**config.mk**
```make
export PLATFORM = sky130hd
export DESIGN_NAME = regfile_write_arbiter
export DESIGN_NICKNAME = d
export VERILOG_FILES = /design/src/rtl/regfile_write_arbiter.sv
export SDC_FILE = /design/constraint.sdc
export NUM_CORES = 1
export LEC_CHECK = 0
export CAP_MARGIN = 0
export CELL_PAD_IN_SITES_DETAIL_PLACEMENT = 1
export CELL_PAD_IN_SITES_GLOBAL_PLACEMENT = 1
export CORE_MARGIN = 4
export CORE_UTILIZATION = 34
export DETAILED_ROUTE_END_ITERATION = 12
export PLACE_DENSITY_LB_ADDON = 0.12
export SLEW_MARGIN = 10
export SYNTH_ARGS = -nofsm -noshare
export SYNTH_HDL_FRONTEND = slang
export SYNTH_SLANG_ARGS = --single-unit
```
**constraint.sdc**
```tcl
create_clock -name clk -period 3.3 [get_ports clk]
set_input_delay 0.99 -clock clk [delete_from_list [all_inputs] [get_ports clk]]
set_output_delay 0.99 -clock clk [all_outputs]
set_load 0.02 [all_outputs]
```
**src/rtl/regfile_write_arbiter.sv**
```systemverilog
`default_nettype none
// ============================================================================
// Module   : regfile_write_arbiter
// Purpose  : Shares the single register-file write port between two
//            writeback requesters (req0: ALU/load path, req1: multi-cycle
//            unit). Each requester owns a one-entry holding buffer with a
//            valid/ready handshake. At most one buffer drains per cycle.
//            Writes to the same register leave in the order they were loaded.
// Ports    : clk, rst (async, active-high)
//            req0_valid/ready/addr/data : requester 0 handshake and payload
//            req1_valid/ready/addr/data : requester 1 handshake and payload
//            rf_we/rf_waddr/rf_wdata    : register-file write port
//            grant                      : one-hot buffer being drained, 00 idle
//            conflict_cnt               : saturating count of both-pending cycles
// Options  : WB_ARB_RR_EN - round-robin resolution of different-address
//            conflicts; fixed priority (buf0 first) when undefined.
// Revision : 1.0 - initial release
// ============================================================================
module regfile_write_arbiter #(
    parameter int N  = 32,
    parameter int CW = 16
) (
    input  logic          clk,
    input  logic          rst,
    input  logic          req0_valid,
    output logic          req0_ready,
    input  logic [4:0]    req0_addr,
    input  logic [N-1:0]  req0_data,
    input  logic          req1_valid,
    output logic          req1_ready,
    input  logic [4:0]    req1_addr,
    input  logic [N-1:0]  req1_data,
    output logic          rf_we,
    output logic [4:0]    rf_waddr,
    output logic [N-1:0]  rf_wdata,
    output logic [1:0]    grant,
    output logic [CW-1:0] conflict_cnt
);

    localparam logic [CW-1:0] c_cntMax = {CW{1'b1}};
    localparam logic [CW-1:0] c_cntOne = {{(CW-1){1'b0}}, 1'b1};

    // Holding buffers
    logic          r_buf0V;
    logic [4:0]    r_buf0Addr;
    logic [N-1:0]  r_buf0Data;
    logic          r_buf1V;
    logic [4:0]    r_buf1Addr;
    logic [N-1:0]  r_buf1Data;
    // 1: buf1 holds the older entry, 0: buf0 holds the older entry
    logic          r_age;
    logic [CW-1:0] r_conflictCnt;

    logic [1:0]    w_grant;
    logic          w_both;
    logic          w_sameAddr;
    logic          w_load0;
    logic          w_load1;
    logic          w_keep0;
    logic          w_keep1;

`ifdef WB_ARB_RR_EN
    // Preferred buffer for the next different-address conflict
    logic          r_rrPtr;
`endif

    assign w_both     = r_buf0V & r_buf1V;
    assign w_sameAddr = (r_buf0Addr == r_buf1Addr);

    always_comb begin
        w_grant = 2'b00;
        if (r_buf0V && !r_buf1V) begin
            w_grant = 2'b01;
        end else if (!r_buf0V && r_buf1V) begin
            w_grant = 2'b10;
        end else if (w_both) begin
            if (w_sameAddr) begin
                // Same destination: older entry first to keep write order
                w_grant = r_age ? 2'b10 : 2'b01;
            end else begin
`ifdef WB_ARB_RR_EN
                w_grant = r_rrPtr ? 2'b10 : 2'b01;
`else
                w_grant = 2'b01;
`endif
            end
        end
    end

    // A buffer draining this cycle can accept a new entry at the same edge
    assign req0_ready = ~r_buf0V | w_grant[0];
    assign req1_ready = ~r_buf1V | w_grant[1];

    // Writes to x0 complete the handshake but are never buffered
    assign w_load0 = req0_valid & req0_ready & (req0_addr != 5'd0);
    assign w_load1 = req1_valid & req1_ready & (req1_addr != 5'd0);

    // Entry still valid after the edge without being reloaded
    assign w_keep0 = r_buf0V & ~w_grant[0];
    assign w_keep1 = r_buf1V & ~w_grant[1];

    always_comb begin
        rf_waddr = 5'd0;
        rf_wdata = '0;
        if (w_grant[0]) begin
            rf_waddr = r_buf0Addr;
            rf_wdata = r_buf0Data;
        end else if (w_grant[1]) begin
            rf_waddr = r_buf1Addr;
            rf_wdata = r_buf1Data;
        end
    end

    assign rf_we        = |w_grant;
    assign grant        = w_grant;
    assign conflict_cnt = r_conflictCnt;

    always_ff @(posedge clk or posedge rst) begin
        if (rst) begin
            r_buf0V    <= 1'b0;
            r_buf0Addr <= 5'd0;
            r_buf0Data <= '0;
            r_buf1V    <= 1'b0;
            r_buf1Addr <= 5'd0;
            r_buf1Data <= '0;
        end else begin
            if (w_load0) begin
                r_buf0V    <= 1'b1;
                r_buf0Addr <= req0_addr;
                r_buf0Data <= req0_data;
            end else if (w_grant[0]) begin
                r_buf0V    <= 1'b0;
            end
            if (w_load1) begin
                r_buf1V    <= 1'b1;
                r_buf1Addr <= req1_addr;
                r_buf1Data <= req1_data;
            end else if (w_grant[1]) begin
                r_buf1V    <= 1'b0;
            end
        end
    end

    // Simultaneous loads make buf1 older so req0's value lands last
    always_ff @(posedge clk or posedge rst) begin
        if (rst) begin
            r_age <= 1'b0;
        end else if (w_load0 && w_load1) begin
            r_age <= 1'b1;
        end else if (w_load0 && w_keep1) begin
            r_age <= 1'b1;
        end else if (w_load1 && w_keep0) begin
            r_age <= 1'b0;
        end
    end

    always_ff @(posedge clk or posedge rst) begin
        if (rst) begin
            r_conflictCnt <= '0;
        end else if (w_both && (r_conflictCnt != c_cntMax)) begin
            r_conflictCnt <= r_conflictCnt + c_cntOne;
        end
    end

`ifdef WB_ARB_RR_EN
    // After a conflict grant, prefer the requester that lost
    always_ff @(posedge clk or posedge rst) begin
        if (rst) begin
            r_rrPtr <= 1'b0;
        end else if (w_both && !w_sameAddr) begin
            r_rrPtr <= w_grant[0];
        end
    end
`endif

endmodule
`default_nettype wire

```
==> run metrics <==
Tmin final=3.23 ns; Critical Path Stages=6; hold_buf cts=0; GRT overflow=0; Global Route Usage Sum=16.8%; worst reg2reg setup slack=1.12 ns; sequential area share after synthesis=53.2%; post-synthesis adder-cell area fraction=0.286%; # H-tree levels=3; crit path from=r_buf0Addr[3]$_DFFE_PP0P_; worst hold path cell count=1; Core Area=12,600 sq um; Final Total Pwr=4.22 mW; Netlist cell types=41; Starting Density=34.6%; syn avg cell area=14.3 sq um; syn_nets=385; CTS tree=built; Critical R2R Launch=r_buf0Addr[3]$_DFFE_PP0P_; largest family of logic cells by synthesized area=multiplexers; Worst Tran Pin Value=0.528 ns; Critical Path AT=2.24 ns; Slew Limit Headroom=64.6%; WS Path Type=reg2out; NumNets Final=526; die area=14,700 sq um; WL/cell=19.4 um; Via Count=3,234; VDD IR-drop max=251 uV; Routed Antenna Nets=0; Diodes inserted=0; crit end category=output pin; Fin Setup TNS=0 ns; final setup vio count=0; initial antenna violation count=0; Die X=121 um; vias in the first global route=3,551; RSZ-0062 raised after global routing=true; worst-path cell chain=xnor2_1 > nand4_1 > o31a_1 > buf_12 > a32o_1 > dlygate4sd2_1; max frequency=309 MHz; Area Growth Syn to Fin=40.7%; Hold Startpoint=conflict_cnt[15]$_DFFE_PP0P_; clk slew on worst S/H paths=0.07 ns; leakage=2.61 nW; CTS Buf Count=9; Worst Setup Start Kind=register; Root Buffer=clkbuf_16; multiplexer share of the synthesized area=21.6%; CTS Buffer Depth=2; compound-cell area share of the yosys netlist=11.7%; first-pass GRT wire length=19,200 um; synthesized instance count=306; status=complete, no violations; routed vias/inst=5.18; Yosys reg bits=93; initial detailed-routing violation count=106; Detailed Routing Iterations Pass 1=4; largest stage delay on the critical path=0.41 ns; Critical Path Sink=rf_wdata[7]; Reg-to-Reg End=r_buf0Data[12]$_DFFE_PP0P_; mapped cell area=4370 sq um; share of cells above drive strength 1=29.2%; I/O Buffers=135; Clock Skews=0.00699 ns; worst path buffer plus inverter count=2; Die Ht=121 um; Synth Area in Simple Gates=5.70%; area of the multi-input gates=1900 sq um; dpl hpwl=8180 um; final hold violations=0; Post-Route WL=12,100 um; Placer Congestion=0.790; Top Ports=136; fin crit share=98.0%; power density cells=686 nW/um^2; Synth Area in XOR/XNOR=3.81%; Worst Path Max Fanout=36; cell family with most CP delay=compound AO/OA/AOI/OAI gates; CP max stage cell=dfrtp_1; Fillers=1,324; worst skew pair latency=0.35 ns; max-slew violations=0; worst hold path type=reg2reg; synth warn=0; reg2reg path depth=7; max-cap violations=0; largest net degree at the start of global routing=94; row count=41; DR DRC count=0; register area=2330 sq um; Critical Path RT=2.31 ns; # clock sinks=93
==> metrics by stage <==
stage	hold WS, ns	std cells	worst slack, ns	utilization, %	instance area (sq um)
finish	0.493	624	0.0653	48.7	6150
global route	0.522	624	-0.000211	48.7	6150
CTS	0.500	622	0.000762	49.0	6180
detailed placement	0.490	605	0.153	46.9	5920
global placement	0.475	605	0.190	46.9	5920
floorplan	0.481	306	0.511	-	4370
==> cell type report <==
class                      instances  area share, %
inverter                           2          0.183
tap                              172           3.50
timing repair buffer             149           22.8
clock inverter                     6           1.02
sequential                        93           37.9
multi-input combinational        192           31.0
clock buffer                      10           3.72
==> synth_stat cells, drive strengths merged <==
library cell  number  area (sq um)
a2111o             1          11.3
a211oi             1          7.51
a21oi              4          20.0
a22o               2          17.5
a31oi              1          6.26
a32o              36           360
a41oi              2          17.5
and2               2          12.5
and3               2          12.5
and4               3          26.3
buf               11           125
clkbuf             8          30.0
dfrtp             93          2330
ha                 1          12.5
inv                2          7.51
mux2              74           942
nand2             10          37.5
nand3              5          25.0
nand3b             1          7.51
nand4              8          50.1
nor2               5          18.8
nor3               3          31.3
o21a               1          7.51
o21ai              2          17.5
o21bai             1          7.51
o221a              1          11.3
o31a               2          18.8
o31ai              1          7.51
or2                1          6.26
or3                1          6.26
or4                2          15.0
xnor2             14           123
xor2               5          43.8
==> worst min-delay path by stage <==
stage,to,slack [ns]
floorplan,r_buf0Data[19]$_DFFE_PP0P_,0.48
global placement,conflict_cnt[15]$_DFFE_PP0P_,0.48
detailed placement,conflict_cnt[15]$_DFFE_PP0P_,0.49
CTS,conflict_cnt[15]$_DFFE_PP0P_,0.50
global route,r_buf1Data[30]$_DFFE_PP0N_,0.52
finish,conflict_cnt[15]$_DFFE_PP0P_,0.49
==> timing repair <==
action                                  4_1_cts  5_1_grt
buffers inserted                              1        2
cloned                                        0        0
resized for setup                            38       42
pin swaps                                     1        1
endpoints found under the setup margin       37       37
==> flip-flops by register name, summed over array words and instances, names as in the netlist <==
signal / cells
r_age: 1
r_buf1Addr: 5
r_buf0V: 1
conflict_cnt: 16
r_buf1Data: 32
r_buf0Addr: 5
r_buf1V: 1
r_buf0Data: 32
==> cell usage in the layout (no fill, tap or decap), drive strengths merged, types with 3 or more instances in the layout <==
master / instances
nor3: 3
clkbuf: 28
a32o: 36
nand4: 8
nand3: 5
and4: 3
dfrtp: 93
clkdlybuf4s50: 96
buf: 14
xor2: 5
nor2: 5
xnor2: 14
a21oi: 4
clkinv: 4
nand2: 10
dlygate4sd2: 17
mux2: 74
==> layer usage <==
| layer | part of all wire [%] | track usage, % |
|---|---|---|
| met1 | 44 | 21.6 |
| met2 | 50 | 27.6 |
| met3 | 4.8 | 3.82 |
| met4 | 1.9 | 6.72 |
| met5 | 0 | 0 |
==> cells by family after synthesis <==
kind of cell | count (synthesis)
DFF | 93
muxes | 74
AOI/OAI and AO/OA | 55
and+or+nand+nor | 43
buffers and inverters | 21
xor gates and xnor gates | 19
adders and majority gates | 1
==> report_power, final <==
group / internal (mW) / switching, mW / leakage [nW]
registers: 1.44 / 0.226 / 1.11
clock network: 0.588 / 0.450 / 0.147
logic: 0.791 / 0.720 / 1.35
==> worst reg2reg max path, stage by stage, from the launching register on <==
cell,delay (ns)
dfrtp_1,0.41
xnor2_1,0.21
nand4_1,0.20
buf_4,0.19
buf_4,0.13
o31a_2,0.29
buf_4,0.26
mux2_4,0.37
Note: power is estimated with default switching activity, not from simulation.
